<file path="src/rtl/riscv_imm_pkg.sv">
// riscv_imm_pkg: RV32I opcodes and immediate-format encoding shared by the immediate generator
package riscv_imm_pkg;
    localparam logic [6:0] OPC_LOAD   = 7'b0000011;
    localparam logic [6:0] OPC_OP_IMM = 7'b0010011;
    localparam logic [6:0] OPC_STORE  = 7'b0100011;
    localparam logic [6:0] OPC_BRANCH = 7'b1100011;
    localparam logic [6:0] OPC_LUI    = 7'b0110111;
    localparam logic [6:0] OPC_AUIPC  = 7'b0010111;
    localparam logic [6:0] OPC_JAL    = 7'b1101111;
    localparam logic [6:0] OPC_JALR   = 7'b1100111;
    localparam logic [6:0] OPC_FENCE  = 7'b0001111;
    localparam logic [6:0] OPC_SYSTEM = 7'b1110011;
    localparam logic [6:0] OPC_OP     = 7'b0110011;

    typedef enum logic [2:0] {
        IMM_NONE = 3'd0,
        IMM_I    = 3'd1,
        IMM_S    = 3'd2,
        IMM_B    = 3'd3,
        IMM_U    = 3'd4,
        IMM_J    = 3'd5
    } imm_type_e;
endpackage

</file>
<file path="src/rtl/riscv_imm_decode.sv">
// riscv_imm_decode: opcode classification and sign-extended immediate assembly (combinational)
module riscv_imm_decode
    import riscv_imm_pkg::*;
(
    input  logic [31:0] instruction,
    output logic [31:0] imm,
    output imm_type_e   imm_type,
    output logic        illegal
);
    logic [6:0]  opc;
    logic [31:0] ins;

    assign opc = instruction[6:0];
    assign ins = instruction;

    // Map the opcode to an immediate format; anything outside RV32I is flagged illegal
    always_comb begin
        imm_type = IMM_NONE;
        illegal  = 1'b0;
        case (opc)
            OPC_LOAD, OPC_OP_IMM, OPC_JALR, OPC_FENCE, OPC_SYSTEM: imm_type = IMM_I;
            OPC_STORE:            imm_type = IMM_S;
            OPC_BRANCH:           imm_type = IMM_B;
            OPC_LUI, OPC_AUIPC:   imm_type = IMM_U;
            OPC_JAL:              imm_type = IMM_J;
            OPC_OP:               imm_type = IMM_NONE;
            default:              illegal  = 1'b1;
        endcase
    end

    // Gather the scattered immediate fields; the sign always comes from bit 31
    always_comb begin
        imm = '0;
        case (imm_type)
            IMM_I:   imm = {{20{ins[31]}}, ins[31:20]};
            IMM_S:   imm = {{20{ins[31]}}, ins[31:25], ins[11:7]};
            IMM_B:   imm = {{19{ins[31]}}, ins[31], ins[7], ins[30:25], ins[11:8], 1'b0};
            IMM_U:   imm = {ins[31:12], 12'b0};
            IMM_J:   imm = {{11{ins[31]}}, ins[31], ins[19:12], ins[20], ins[30:21], 1'b0};
            default: imm = '0;
        endcase
    end
endmodule

</file>
<file path="src/rtl/riscv_imm_gen.sv">
// riscv_imm_gen: RV32I immediate generator with optional output register and valid pipe
module riscv_imm_gen
    import riscv_imm_pkg::*;
#(
    parameter int REG_OUT = 1,
    parameter int XLEN    = 32
) (
    input  logic            clk,
    input  logic            rst_n,
    input  logic            in_valid,
    input  logic [31:0]     instruction,
    output logic            out_valid,
    output logic [XLEN-1:0] imm,
    output logic [2:0]      imm_type,
    output logic            illegal
);
    logic [31:0] dec_imm;
    imm_type_e   dec_type;
    logic        dec_ill;

    riscv_imm_decode u_decode (
        .instruction (instruction),
        .imm         (dec_imm),
        .imm_type    (dec_type),
        .illegal     (dec_ill)
    );

    generate
        if (REG_OUT != 0) begin : g_reg
            // Results load only on qualified cycles so idle (possibly unknown) words never reach the holds
            always_ff @(posedge clk or negedge rst_n) begin
                if (!rst_n) begin
                    out_valid <= 1'b0;
                    imm       <= '0;
                    imm_type  <= IMM_NONE;
                    illegal   <= 1'b0;
                end else begin
                    out_valid <= in_valid;
                    if (in_valid) begin
                        imm      <= dec_imm;
                        imm_type <= dec_type;
                        illegal  <= dec_ill;
                    end
                end
            end
        end else begin : g_comb
            logic unused_clk;
            assign unused_clk = clk ^ rst_n;
            assign out_valid  = in_valid;
            assign imm        = dec_imm;
            assign imm_type   = dec_type;
            assign illegal    = dec_ill;
        end
    endgenerate
endmodule

</file>
<file path="config.mk">
export PLATFORM = sky130hd
export DESIGN_NAME = riscv_imm_gen
export DESIGN_NICKNAME = d
export VERILOG_FILES = /design/src/rtl/riscv_imm_pkg.sv /design/src/rtl/riscv_imm_decode.sv /design/src/rtl/riscv_imm_gen.sv
export SDC_FILE = /design/constraint.sdc
export NUM_CORES = 1
export LEC_CHECK = 0
export CAP_MARGIN = 10
export CORE_MARGIN = 2
export CORE_UTILIZATION = 40
export CTS_CLUSTER_SIZE = 10
export DETAILED_ROUTE_END_ITERATION = 10
export PLACE_DENSITY = 0.79
export SLEW_MARGIN = 20
export SYNTH_ARGS = -nofsm -noshare
export SYNTH_HDL_FRONTEND = slang
export SYNTH_SLANG_ARGS = --single-unit
</file>
<file path="constraint.sdc">
create_clock -name clk -period 2.46 [get_ports clk]
set_clock_uncertainty 0.2 [all_clocks]
set_input_delay 0.615 -clock clk [delete_from_list [all_inputs] [get_ports clk]]
set_output_delay 0.615 -clock clk [all_outputs]
set_load 0.03 [all_outputs]
</file>
# After elaboration in Yosys (flattened, before gate mapping)

Index checks and enable logic that the tools add are counted.

Equal/unequal tests: 16
Multiplexer cells: 3
Reductions and logical operators: 3

Operators by type and width:

| cell                                                | count |
|---|---|
| one-hot mux 32 bit (5 select lines)                 | 1 |
| equality test 7 bit, second input constant          | 4 |
| equality test 7 x 6 -> 1 bit, second input constant | 3 |
| one-hot mux 3 bit (5 select lines)                  | 1 |
| equality test 7 x 5 -> 1 bit, second input constant | 2 |
| OR reduction 11 bit                                 | 1 |
| equality test 7 x 2 -> 1 bit, second input constant | 1 |
| equality test 7 x 4 -> 1 bit, second input constant | 1 |
| equality test 3 x 2 -> 1 bit, second input constant | 2 |
| equality test 3 bit, second input constant          | 2 |
| OR reduction 5 bit                                  | 1 |
| equality test 3 x 1 -> 1 bit, second input constant | 1 |
| OR reduction 2 bit                                  | 1 |
| two-way mux 1 bit                                   | 1 |

Register bits after elaboration: 37
Input bits: 35
Output and inout port bits: 37
Logic and storage cells: 26

# Logic depth before layout (Yosys ltp)

Depth in word-level cells: 5
Depth in mapped cells: 11
Gate-level depth less buffers: 9

# Hierarchy

From an unflattened synthesis, not the netlist that was laid out.

Cells, all modules: 164
Area, all modules: 2,192.1 um^2

By module, submodules not included:

| module           | times used | cells each | area an instance (um^2) | seq. area each (um^2) |
|---|---|---|---|---|
| riscv_imm_gen    | 1          | 77         | 1,515.2                 | 925.9 |
| riscv_imm_decode | 1          | 87         | 676.9                   | 0.0 |

# Least setup slack after synthesis

OpenSTA, ideal clock, no wires.

Path type: input to register
Start: input port instruction[3]
End: register imm[11]
Arrival time: 2.571 ns
Data required time: 2.134 ns
Slack: -0.437 ns
Stages: 9
Path buffers: 1
Cells stage by stage: buf_4 -> or3b_1 -> a21oi_2 -> nand2_1 -> ha_1 -> a211oi_4 -> nand2_2 -> mux2_4 -> a221o_1

Word-level cells in the longest chain between the ends: 5
Elaborated cells on any way between the ends: 19

RTL lines:

| element                                                  | line                   | RTL |
|---|---|---|
| from (decl)                                              | riscv_imm_gen.sv:11    | `input logic [31:0] instruction,` |
| equality test 7 x 2 -> 1 bit (tied with other cells)     | riscv_imm_decode.sv:20 | `case (opc)` |
| OR reduction 5 bit or OR reduction 2 bit (tied branches) | -                      |  |
| one-hot mux 3 bit (5 select lines) *                     | riscv_imm_decode.sv:20 |  |
| equality test 3 bit (tied with other cells)              | riscv_imm_decode.sv:34 | `case (imm_type)` |
| one-hot mux 32 bit (5 select lines) *                    | riscv_imm_decode.sv:34 |  |
| to (signal assigned)                                     | riscv_imm_gen.sv:40    | `imm <= dec_imm;` |
| to (decl)                                                | riscv_imm_gen.sv:13    | `output logic [XLEN-1:0] imm,` |

Mark *: on every way between the ends. The rest lies on a longest branch, timed or not.
A chain may end at the register's enable or synchronous reset.

# Final worst setup path

Ends and elaborated chain as after synthesis.

==> metrics.md <==
| Metric | Value |
|---|---|
| Share of flip-flops with an asynchronous set or reset | 100.0% |
| Syn Std Cell Area | 1854 µm² |
| Final worst slack | -0.04866 ns |
| Worst r2r src | imm[4] |
| Status | finished with violations |
| Clk sinks | 37 |
| RSZ-0062 raised after global routing | yes |
| Max Slew Vio Count | 0 |
| Via Count | 1861 |
| Fin crit share | 102.0% |
| Violated checks | negative setup slack |
| Leakage | 1.462 nW |
| Final Critical Period | 2.509 ns |
| Initial Util | 42.01% |
| Final Hold Vio Count | 0 |
| Layout cells sized above 1 | 31.94% |
| Placed cell area | 2835 µm² |
| Cts bufs inserted | 5 |
| Routability-driven placement congestion ratio | 0.8585 |
| Filler Cells Inserted | 329 |
| Nets | 323 |
| Vias in the first global route | 1827 |
| Post-Layout Cell Count | 340 |
| WL/cell | 17.17 µm |
| Clock-pin slew on the worst setup and hold paths | 0.07 ns |
| Max Freq | 398.6 MHz |
| Final HPWL from detailed placement | 3849 µm |
| Startpoint types | primary input |
| Arr. time, crit path | 2.48 ns |
| DP Worst Slack | -0.7041 ns |
| Syn Nets | 210 |
| Max-cap violation count | 0 |
| Worst r2r path cells | 2 |
| Die area | 5196 µm² |
| Cts hold-fix bufs | 0 |
| Final Core Density | 71.85% |
| Largest net degree at the start of global routing | 38 |
| Post-synth EDFFs | 0 |
| # rows | 24 |
| # diodes | 0 |
| R2R Path End | imm[4] |
| Post-route DRC violation count | 0 |
| Commonest non-fill, non-tap cell in the layout | clkdlybuf4s50_1 |
| Critical path fanouts, max | 3 |
| PortBufs | 71 |
| Area Growth Syn to Fin | 71.05% |
| Clock tree buffer depth | 2 |
| Core area | 4414 µm² |
| Post-synthesis sequential area ratio | 49.93% |
| Setup Viol. Count Final | 7 |
| Clock Latency Late Sink | 0.29 ns |
| Level count of the clock H-tree | 2 |
| Overflow after GRT | 0 |
| Register area | 925.9 µm² |
| PD cells | 473.3 nW/µm² |
| Syn Area/Cell | 10.66 µm² |
| Syn. warnings | 0 |
| # IOs | 72 |
| Setup CP Type | primary input to register |
| Global-route wire length before repair | 8997 µm |
| Max_slew headroom | 46.80% |
| Global Route Usage Sum | 22.31% |
| Mapped Cells | 174 |
| Final WL | 5839 µm |
| Placed cell count | 317 |
| Final ANT Viol Nets | 0 |
| Die Y | 72.09 µm |
| Most frequent cells in the layout | 65 x clkdlybuf4s50_1, 40 x buf_4, 37 x dfrtp_1 |
| Vias/cell | 5.474 |
| Root buffer cell | clkbuf_8 |
| Seq cells post-synth | 37 |
| Iter 0 DRT Violations | 135 |
| Worst-Margin Slew | 0.7980 ns |
| Maximum VDD drop | 0.0003610 V |
| Initial antenna violation count | 0 |
| Area taken by multi-input logic gates | 949.7 µm² |
| Synth unique cells | 47 |
| Reg2reg setup slack | 1.35 ns |
| Most used DFF post-synth | dfrtp_1 |
| Worst Setup End Kind | register |
| CP required | 2.43 ns |
| Post-route cell area | 3172 µm² |
| DRT Pass-1 Iters | 4 |
| Worst Hold Class | primary input to asynchronous set/reset pin |
| TritonCTS clock tree | built |
| Die X | 72.09 µm |
-- repair_timing --
item                                    CTS  global route
gates cloned                              0             1
gates resized for setup                  23            19
endpoints found under the setup margin   33            31
setup buffers                            10             4
pin swaps                                10            16
-- state kept, by name, indices dropped and copies added (netlist names) --
| signal | cells |
|---|---|
| out_valid | 1 |
| imm | 32 |
| imm_type | 3 |
| illegal | 1 |
-- per-layer routing --
layer	global-route usage (%)	up-vias	routed length, µm
li1	-	874	-
met1	27.55	897	2377
met2	37.72	78	2934
met3	6.111	12	397
met4	7.547	0	130
met5	0	-	0
-- power by group --
part           internal [mW]  switching (mW)  total [mW]
sequential             0.616         0.00433       0.620
combinational          0.126           0.119       0.246
clock                  0.408           0.227       0.635
total                   1.15           0.351        1.50
-- cell usage after synthesis (2+ instances only) --
cell,number,area [µm²]
dfrtp_1,37,925.9
nand2_1,29,108.9
a221o_1,13,130.1
a21oi_1,7,35.03
a22oi_1,7,52.55
nor2_1,7,26.28
a22o_1,6,52.55
buf_2,5,25.02
inv_1,5,18.77
nor2b_1,5,31.28
clkbuf_1,4,15.01
nand3_1,4,20.02
a21oi_2,3,26.28
o32ai_1,3,26.28
a211oi_4,2,40.04
a31oi_1,2,12.51
and3_1,2,12.51
nand3b_1,2,15.01
o21ai_0,2,10.01
o2bb2ai_1,2,17.52
-- critical path, stage by stage --
cell,delay (ns)
buf_6,0.09
or3b_4,0.41
a21oi_4,0.18
nand2_2,0.08
ha_4,0.18
a211oi_4,0.23
nand2_2,0.11
mux2_4,0.31
a221o_1,0.28
-- kinds of logic after synthesis --
logic type / count (synthesis) / share of synthesized area, %
multiplexers: 1 / 0.8095
buffers and inverters: 18 / 4.588
AO/OA/AOI/OAI: 55 / 25.78
AND/OR/NAND/NOR: 61 / 17.75
flip-flops: 37 / 49.93
XOR/XNOR: 1 / 0.4724
adder cells (fa/ha/maj): 1 / 0.6747
-- worst max path at each step --
stage              end  slack [ns]            from  cells after the start
3_3_place_gp   imm[27]       -0.65  instruction[4]                     10
6_report       imm[11]       -0.05  instruction[3]                      9
5_1_grt        imm[11]       -0.10  instruction[3]                      9
4_1_cts        imm[11]       -0.06  instruction[6]                      9
2_1_floorplan  imm[11]       -0.28  instruction[3]                      9
3_5_place_dp   imm[24]       -0.70  instruction[4]                     12
-- per-stage QoR --
stage                     TNS [ns]  hold slack (ns)  power [mW]
after floorplan             -4.538           0.1194      0.7255
after global placement      -18.66           0.2608      0.8494
after detailed placement    -20.08           0.2592      0.8522
after CTS                 -0.05547           0.2395       1.502
after global routing       -0.7493           0.2761       1.562
final                      -0.1278           0.2097       1.501
-- final cells by class --
type,count,area share [%]
timing repair buffer,117,33.77
multi-input combinational,120,29.94
inverter,6,0.7101
sequential,37,29.19
tap,52,2.051
clock buffer,5,2.170
clock inverter,3,2.170
Power figures use the tool's default switching activity.
